--- config.mk ---
export PLATFORM = sky130hd
export DESIGN_NAME = regfile_ctrl
export DESIGN_NICKNAME = d
export VERILOG_FILES = /design/src/rtl/regfile_ctrl_pkg.sv /design/src/rtl/regfile_ctrl_arb.sv /design/src/rtl/regfile_ctrl.sv
export SDC_FILE = /design/constraint.sdc
export NUM_CORES = 1
export LEC_CHECK = 0
export BUFFER_PORTS_ARGS = -buffer_cell sky130_fd_sc_hd__buf_4
export CORE_MARGIN = 4
export CORE_UTILIZATION = 32
export CTS_CLUSTER_SIZE = 28
export DETAILED_ROUTE_END_ITERATION = 10
export PLACE_DENSITY_LB_ADDON = 0.12
export SLEW_MARGIN = 20
export SYNTH_ARGS = -nofsm -noshare
export SYNTH_HDL_FRONTEND = slang
export SYNTH_SLANG_ARGS = --single-unit
--- constraint.sdc ---
create_clock -name clk -period 1.73 [get_ports clk]
set_clock_uncertainty 0.15 [all_clocks]
set_input_delay 0.173 -clock clk [delete_from_list [all_inputs] [get_ports clk]]
set_output_delay 0.173 -clock clk [all_outputs]
set_load 0.02 [all_outputs]
--- src/rtl/regfile_ctrl_pkg.sv ---
// regfile_ctrl_pkg
// Shared types and helpers for the index register-file sequencer:
//   - op_e     : core micro-op encoding (6 and 7 are illegal)
//   - state_e  : sequencer states
//   - REG_W / PAIR_W / ADDR_W : register, pair and address widths
//   - incWrap  : 4-bit wrapping increment used by INC
//   - isPairOp / isLegal : opcode classification
package regfile_ctrl_pkg;

  localparam int REG_W  = 4;
  localparam int PAIR_W = 8;
  localparam int ADDR_W = 4;

  typedef enum logic [2:0] {
    OP_RD  = 3'd0,
    OP_WR  = 3'd1,
    OP_RDP = 3'd2,
    OP_WRP = 3'd3,
    OP_INC = 3'd4,
    OP_XCH = 3'd5,
    OP_IL6 = 3'd6,
    OP_IL7 = 3'd7
  } op_e;

  typedef enum logic [2:0] {
    S_IDLE = 3'd0,
    S_EXEC = 3'd1,
    S_WB   = 3'd2,
    S_RESP = 3'd3,
    S_DBG  = 3'd4,
    S_DACK = 3'd5
  } state_e;

  function automatic logic [REG_W-1:0] incWrap(input logic [REG_W-1:0] v);
    return v + REG_W'(1);
  endfunction

  function automatic logic isPairOp(input op_e op);
    return (op == OP_RDP) || (op == OP_WRP);
  endfunction

  function automatic logic isLegal(input op_e op);
    return op <= OP_XCH;
  endfunction

endpackage

--- src/rtl/regfile_ctrl_arb.sv ---
// regfile_ctrl_arb
// IDLE-time grant decision between the core op port and the debug port.
// Debug wins when pending and the starve counter has reached
// DBG_STARVE_LIMIT, or when the core is not requesting. dbgBusy blocks a
// second debug grant until dbgReq has been seen low (4-phase handshake).
// Build option REGFILE_CTRL_DEBUG_EN: when undefined the core is always
// granted in IDLE and dbgReq is ignored.
// Ports:
//   clk, rstN            clock, async active-low reset
//   idle                 sequencer is in IDLE
//   cValid, dbgReq       requesters
//   grantCore, grantDbg  one-hot grants (only while idle)
//   coreReady            core may be accepted this cycle
module regfile_ctrl_arb
  import regfile_ctrl_pkg::*;
#(
  parameter int DBG_STARVE_LIMIT = 4
) (
  input  logic clk,
  input  logic rstN,
  input  logic idle,
  input  logic cValid,
  input  logic dbgReq,
  output logic grantCore,
  output logic grantDbg,
  output logic coreReady
);

`ifdef REGFILE_CTRL_DEBUG_EN
  localparam int CW = $clog2(DBG_STARVE_LIMIT + 1);
  localparam logic [CW-1:0] LIMIT_C = CW'(DBG_STARVE_LIMIT);

  logic [CW-1:0] starveCnt;
  logic          dbgBusy;
  logic          pending;
  logic          debugWins;

  function automatic logic [CW-1:0] satInc(input logic [CW-1:0] v);
    return (v == LIMIT_C) ? v : v + CW'(1);
  endfunction

  assign pending   = dbgReq & ~dbgBusy;
  assign debugWins = pending & ((starveCnt == LIMIT_C) | ~cValid);
  assign grantDbg  = idle & debugWins;
  assign grantCore = idle & cValid & ~debugWins;
  assign coreReady = idle & ~debugWins;

  always_ff @(posedge clk or negedge rstN) begin
    if (!rstN) begin
      starveCnt <= '0;
      dbgBusy   <= 1'b0;
    end else begin
      if (grantDbg)
        starveCnt <= '0;
      else if (grantCore && pending)
        starveCnt <= satInc(starveCnt);
      // Set on grant; released only once the requester has dropped dbgReq.
      if (grantDbg)
        dbgBusy <= 1'b1;
      else if (!dbgReq)
        dbgBusy <= 1'b0;
    end
  end
`else
  logic unusedArb;
  assign unusedArb = ^{clk, rstN, dbgReq, (DBG_STARVE_LIMIT > 0)};
  assign grantDbg  = 1'b0;
  assign grantCore = idle & cValid;
  assign coreReady = idle;
`endif

endmodule

--- src/rtl/regfile_ctrl.sv ---
// regfile_ctrl
// Sequencer/arbiter in front of the 16x4-bit index register file. Accepts
// core micro-ops (RD, WR, RDP, WRP, INC, XCH) and debug single-register
// accesses, and drives the register file's single and pair ports. Single
// and pair writes are never asserted together; pair addresses are forced
// even. INC/XCH are sequenced as read (EXEC) then write (WB).
// Build option REGFILE_CTRL_DEBUG_EN enables the debug port; otherwise
// dbgAck/dbgRdata are tied 0 and debug inputs are ignored.
// Ports:
//   clk, rstN                          clock, async active-low reset
//   cValid/cReady/cOp/cAddr/cData      core op handshake and operands
//   rValid/rData/rZero/rErr            one-cycle core response
//   dbgReq/dbgWr/dbgAddr/dbgWdata      debug request (4-phase level)
//   dbgAck/dbgRdata                    debug completion and read data
//   rfReg*/rfPair*                     register-file control and read data
module regfile_ctrl
  import regfile_ctrl_pkg::*;
#(
  parameter int DBG_STARVE_LIMIT = 4
) (
  input  logic        clk,
  input  logic        rstN,
  input  logic        cValid,
  output logic        cReady,
  input  logic [2:0]  cOp,
  input  logic [3:0]  cAddr,
  input  logic [7:0]  cData,
  output logic        rValid,
  output logic [7:0]  rData,
  output logic        rZero,
  output logic        rErr,
  input  logic        dbgReq,
  input  logic        dbgWr,
  input  logic [3:0]  dbgAddr,
  input  logic [3:0]  dbgWdata,
  output logic        dbgAck,
  output logic [3:0]  dbgRdata,
  output logic        rfRegWe,
  output logic [3:0]  rfRegAddr,
  output logic [3:0]  rfRegDin,
  output logic        rfPairWe,
  output logic [3:0]  rfPairAddr,
  output logic [7:0]  rfPairDin,
  input  logic [3:0]  rfRegDout,
  input  logic [7:0]  rfPairDout
);

  state_e              state, stateNext;
  op_e                 opReg;
  logic [ADDR_W-1:0]   addrReg;
  logic [PAIR_W-1:0]   dataReg;
  logic [PAIR_W-1:0]   capData;
  logic [ADDR_W-1:0]   pairAddr;
  logic [REG_W-1:0]    oldVal;
  logic [REG_W-1:0]    newVal;
  logic                idle;
  logic                grantCore;
  logic                grantDbg;
  logic                coreReady;

  assign idle     = (state == S_IDLE);
  assign pairAddr = {addrReg[ADDR_W-1:1], 1'b0};
  assign oldVal   = capData[REG_W-1:0];
  assign newVal   = incWrap(oldVal);
  // Held low during reset so every output reads 0 while rstN is asserted.
  assign cReady   = coreReady & rstN;

  regfile_ctrl_arb #(
    .DBG_STARVE_LIMIT(DBG_STARVE_LIMIT)
  ) u_arb (
    .clk       (clk),
    .rstN      (rstN),
    .idle      (idle),
    .cValid    (cValid),
    .dbgReq    (dbgReq),
    .grantCore (grantCore),
    .grantDbg  (grantDbg),
    .coreReady (coreReady)
  );

  always_ff @(posedge clk or negedge rstN) begin
    if (!rstN)
      state <= S_IDLE;
    else
      state <= stateNext;
  end

  // Operand and read-capture registers carry data only; no reset needed
  // because RESP is reachable only through EXEC.
  always_ff @(posedge clk) begin
    if (grantCore) begin
      opReg   <= op_e'(cOp);
      addrReg <= cAddr;
      dataReg <= cData;
    end
    if (state == S_EXEC)
      capData <= isPairOp(opReg) ? rfPairDout : {4'b0, rfRegDout};
  end

`ifdef REGFILE_CTRL_DEBUG_EN
  logic [REG_W-1:0] dbgCap;

  always_ff @(posedge clk) begin
    if (state == S_DBG)
      dbgCap <= rfRegDout;
  end
`else
  logic unusedDbg;
  assign unusedDbg = ^{dbgWr, dbgAddr, dbgWdata};
  assign dbgAck    = 1'b0;
  assign dbgRdata  = '0;
`endif

  always_comb begin
    stateNext  = state;
    rfRegWe    = 1'b0;
    rfRegAddr  = '0;
    rfRegDin   = '0;
    rfPairWe   = 1'b0;
    rfPairAddr = '0;
    rfPairDin  = '0;
    rValid     = 1'b0;
    rData      = '0;
    rZero      = 1'b0;
    rErr       = 1'b0;
`ifdef REGFILE_CTRL_DEBUG_EN
    dbgAck     = 1'b0;
    dbgRdata   = '0;
`endif
    case (state)
      S_IDLE: begin
        if (grantCore)
          stateNext = S_EXEC;
        else if (grantDbg)
          stateNext = S_DBG;
      end
      S_EXEC: begin
        case (opReg)
          OP_RD, OP_INC, OP_XCH: rfRegAddr = addrReg;
          OP_WR: begin
            rfRegWe   = 1'b1;
            rfRegAddr = addrReg;
            rfRegDin  = dataReg[REG_W-1:0];
          end
          OP_RDP: rfPairAddr = pairAddr;
          OP_WRP: begin
            rfPairWe   = 1'b1;
            rfPairAddr = pairAddr;
            rfPairDin  = dataReg;
          end
          default: ;
        endcase
        stateNext = (opReg == OP_INC || opReg == OP_XCH) ? S_WB : S_RESP;
      end
      S_WB: begin
        rfRegWe   = 1'b1;
        rfRegAddr = addrReg;
        rfRegDin  = (opReg == OP_INC) ? newVal : dataReg[REG_W-1:0];
        stateNext = S_RESP;
      end
      S_RESP: begin
        rValid = 1'b1;
        rErr   = ~isLegal(opReg) | (isPairOp(opReg) & addrReg[0]);
        case (opReg)
          OP_RD, OP_RDP, OP_XCH: rData = capData;
          OP_INC: begin
            rData = {4'b0, newVal};
            rZero = (newVal == '0);
          end
          default: ;
        endcase
        stateNext = S_IDLE;
      end
`ifdef REGFILE_CTRL_DEBUG_EN
      S_DBG: begin
        rfRegAddr = dbgAddr;
        rfRegWe   = dbgWr;
        rfRegDin  = dbgWr ? dbgWdata : '0;
        stateNext = S_DACK;
      end
      S_DACK: begin
        dbgAck    = 1'b1;
        dbgRdata  = dbgCap;
        stateNext = S_IDLE;
      end
`endif
      default: stateNext = S_IDLE;
    endcase
  end

endmodule

# Word-level counts from Yosys, hierarchy flattened
# Index checks and enable logic that the tools add are counted.
# totals
reg_bits	26
latchBits	0
ram_bits	0
romBits	0
in_bits	40
output_inout_bits	39
memories	0
# classes
add_sub_neg	1
n_mul	0
n_div	0
n_lt_le_gt_ge	1
eq_ne	9
shifts	0
n_mux	23
n_bitwise	5
reduce_logical	8
# op_table
operator	count
2-to-1 mux 4 bit	6
2-to-1 mux 8 bit	3
one-hot mux 4 bit (2 select lines)	2
one-hot mux 8 bit (2 select lines)	1
== test 3 x 2 -> 1 bit (second input constant)	4
one-hot mux 3 bit (3 select lines)	1
2-to-1 mux 1 bit	8
== test 3 x 1 -> 1 bit (second input constant)	2
== test 3 bit (second input constant)	2
zero test 3 bit	2
adder 4 x 1 -> 4 bit (second input constant)	1
zero test 4 bit	1
OR reduction 4 bit	1
AND 1 bit	3
less-or-equal comparator 3 bit (second input constant)	1
2-to-1 mux 3 bit	1
OR reduction 3 bit	1
logical OR 1 bit	2
inequality test 2 bit (second input constant)	1
one-hot mux 1 bit (2 select lines)	1
OR reduction 2 bit	1
inverter 1 bit	1
bitwise OR 1 bit	1

# Longest topological paths before layout
# depth
depth_word	5
depth_mapped	5
depth_no_buf	5

# Cells and area by module
# Synthesis repeated with hierarchy kept, for this count alone.
# unflattened
hier_cells	141
hier_area_um2	1498.9
# by_module_without_submodules
mod	instances	cells_per_inst	area_each_um2	seq_area_each_um2
regfile_ctrl	1	137	1473.9	765.7
regfile_ctrl_arb	1	4	25.0	0.0

# Least setup slack after synthesis
# Ideal clock, no wire load.
# synth_timing
kind	register to output
startpoint	register state[1]
endpoint	output rfRegDin[0]
t_arrival_ns	1.767
path_slack_ns	-0.360
path_stages_with_launch	6
cell_sequence	dfrtp_1 -> inv_1 -> ha_1 -> nor4bb_1 -> a211oi_1 -> o22ai_1
# synth_between
elab_chain_len	2
# synth_rtl
item	line	rtl
start, declared	regfile_ctrl.sv:48	state_e state, stateNext;
start signal, assigned	regfile_ctrl.sv:85	state <= stateNext;
== test 3 x 2 -> 1 bit or == test 3 x 1 -> 1 bit (tied branches)	regfile_ctrl.sv:130	case (state)
one-hot mux 4 bit (2 select lines) (*)	regfile_ctrl.sv:130	
end, declared	regfile_ctrl.sv:40	output logic [3:0] rfRegDin,
# Every way passes the cells marked *; elsewhere a longest branch is shown, timed or not.

# Final worst setup path
# layout_timing
startpoint	register opReg[1]
endpoint	output rData[3]
# layout_between
elab_chain_len	4
# layout_rtl
item	line	rtl
start, declared	regfile_ctrl.sv:49	op_e opReg;
start signal, assigned	regfile_ctrl.sv:92	opReg <= op_e'(cOp);
== test 3 x 2 -> 1 bit, or another cell as far along	regfile_ctrl.sv:164	case (opReg)
OR reduction 3 bit	regfile_ctrl.sv:164	
one-hot mux 8 bit (2 select lines) (*)	regfile_ctrl.sv:164	
2-to-1 mux 8 bit (*)	regfile_ctrl.sv:130	
end, declared	regfile_ctrl.sv:29	output logic [7:0] rData,
# Marked as above.

==> metrics.txt <==
status complete, but fails checks; failing checks setup timing; Area contributors post-synth edfxtp_1 46%, and2_1 8.4%, ha_1 5.9%; Setup TNS -9.084 ns; Skew-Pair Late Insertion Delay 0.27 ns; biggest area consumer among synthesized cells edfxtp_1; CTS buffer count 3; htree depth 1; Max Slew Vio Count 0; Synth Cell Area 1494 um^2; register bit count reported by yosys 25; CTS Sinks 25; global-route wire length before repair 6.900 mm; die area 5826 um^2; PortBufs 62; Vias 1487; DR iter-0 viols 31; library cells used by synthesis 41; highest clock rate 469.1 MHz; maximum buffer depth of the clock tree 2; Via density 4.676; GRT Total Usage 0.1438; critical path startpoint opReg[1]; via count of the first global-routing pass 1497; Critical Path RT 1.41 ns; gr ovfl total 0; antenna violations before repair 0; fin crit share 1.232; commonest cells in the netlist 23 x edfxtp_1, 20 x and2_1, 9 x inv_1; mean post-synth cell area 10.75 um^2; asr flop ratio synth 0.08000; global placement routability congestion 0.7594; post-route core utilization 0.6819; most used flip-flop cell after synthesis edfxtp_1; Startpoint Class flip-flop; pin count of the biggest net entering global routing 17; part of the Yosys area used for sequential elements 0.4958; initial core utilization 0.3361; Detail Route Antenna Nets 0; Routed WL 4.538 mm; Finish-stage setup viols 39; RR Startpoint opReg[1]; DR WL/cell 14.27 um; EDFF count, synth 23; Diodes inserted 0; area grow syn2layout 102.8%; crit path kind flip-flop to primary output; Hold Crit Class input pin to flip-flop; leading cell type by number of instances after synthesis edfxtp_1; first-pass detailed-route iteration total 4; Final nets 314; layout cells sized above 1 0.6466; core region area 4444 um^2; Max Cap Viol 0; PnR worst setup slack -0.4015 ns; top cell type's share of synthesized area 0.4623; Final Hold Viols 0; final non-filler cell total 318; hpwl dp 3.065 mm; CTS tree done; CTS root buffer clkbuf_8; Gate Count Post-Synth 139; Die Wd 76.33 um; # rows 24; Critical Path End Type primary output; Yosys warning count 0; VDD IR max 875.3 uV; leakage 1.335 nW; Max FO, Critical Path 5; Critical Path AT 1.81 ns; min-delay src rfPairDout[7]; Residual DRC 0; PwrDens 1254 nW/um^2; placed cells 273; clock period minus worst slack 2.132 ns; placed cell area 2276 um^2; worst slack at placement -0.1137 ns; Final Cell Area 3030 um^2; # IOs 79; Clock transition at path regs 0.09 ns; RSZ-0062 raised after global routing true; Die Y 76.33 um
==> through the flow <==
step                      hold WS, ns  total power [mW]
after floorplan               -0.2726             1.972
after global placement        -0.1884             2.674
after detailed placement      -0.1838             2.714
after CTS                     0.03412             3.308
after global routing          0.05254             4.028
final                         0.05657             3.801
==> critical path, stage by stage, from the launching register on <==
cell and delay [ns]:
edfxtp_1 0.51, buf_4 0.18, or4_4 0.53, a31oi_4 0.18
buf_6 0.14
==> final cells by class <==
cell class              count  area [um^2]
well taps                  52        65.06
fillers                   304         1414
flip-flops and latches     25        742.0
repair buffers            128         1172
inverters                   9        33.78
clock inverters             1        5.005
clock buffers               3        41.29
multi-input cells         100        970.9
==> registers in the layout, summed over array words and instances (netlist names) <==
signal and flops:
opReg 3, dataReg 8, state 2, addrReg 4, capData 8
==> cell families (layout without fill, tap and decap cells) <==
family / Yosys count / after routing / synth area share
xor+xnor: 2 / 2 / 0.01173
simple gates: 58 / 59 / 0.2370
buf+inv: 20 / 141 / 0.06867
flops: 25 / 25 / 0.4958
mux: 4 / 4 / 0.03015
compound gates: 22 / 22 / 0.09547
fa+ha+maj: 7 / 7 / 0.05862
other cells: 1 / 6 / 0.002510
==> final timing paths <==
kind,to,slack (ns),cells after the start
min reg2reg,state[0],0.62,3
max in group asynchronous,state[0],1.25,2
min,capData[7],0.06,2
min in group asynchronous,state[1],0.08,2
max reg2reg,capData[3],-0.17,6
max,rData[3],-0.40,4
==> layout by cell type (no fill, tap or decap), types with 3 or more instances in the layout <==
cell	netlist	routed
o22ai_4	0	4
nor2_2	0	3
inv_1	9	7
ha_4	0	4
buf_6	0	45
edfxtp_1	23	23
buf_4	6	66
nand2_1	8	7
and2_1	20	3
conb_1	1	6
and3_4	0	3
nand2b_1	4	4
and2_4	0	17
nor2_1	6	3
clkbuf_8	0	3
mux2_4	0	4
dlygate4sd3_1	0	17
==> what timing repair did <==
| action | in CTS | in global routing |
|---|---|---|
| buffers inserted | 10 | 15 |
| setup endpoints to repair | 37 | 41 |
| gates cloned | 0 | 1 |
| resized for setup | 47 | 49 |
| hold buffers | 17 | 0 |
| pin swaps | 16 | 25 |
| endpoints found under the hold margin | 18 | 0 |
==> where the power goes <==
group	switching [mW]	internal, mW	total, mW	leakage [nW]
Sequential	0.117	0.852	0.969	0.238
Clock	0.178	0.161	0.338	0.0255
Combinational	1.15	1.35	2.49	1.07
Total	1.44	2.36	3.80	1.34
==> metal layers <==
layer,up-vias,GRT usage,part of all wire
li1,739,-,-
met1,702,0.1657,0.41
met2,40,0.2698,0.54
met3,6,0.02009,0.042
met4,0,0.04891,0.013
met5,-,0,0
(Power assumes the default switching activity.)
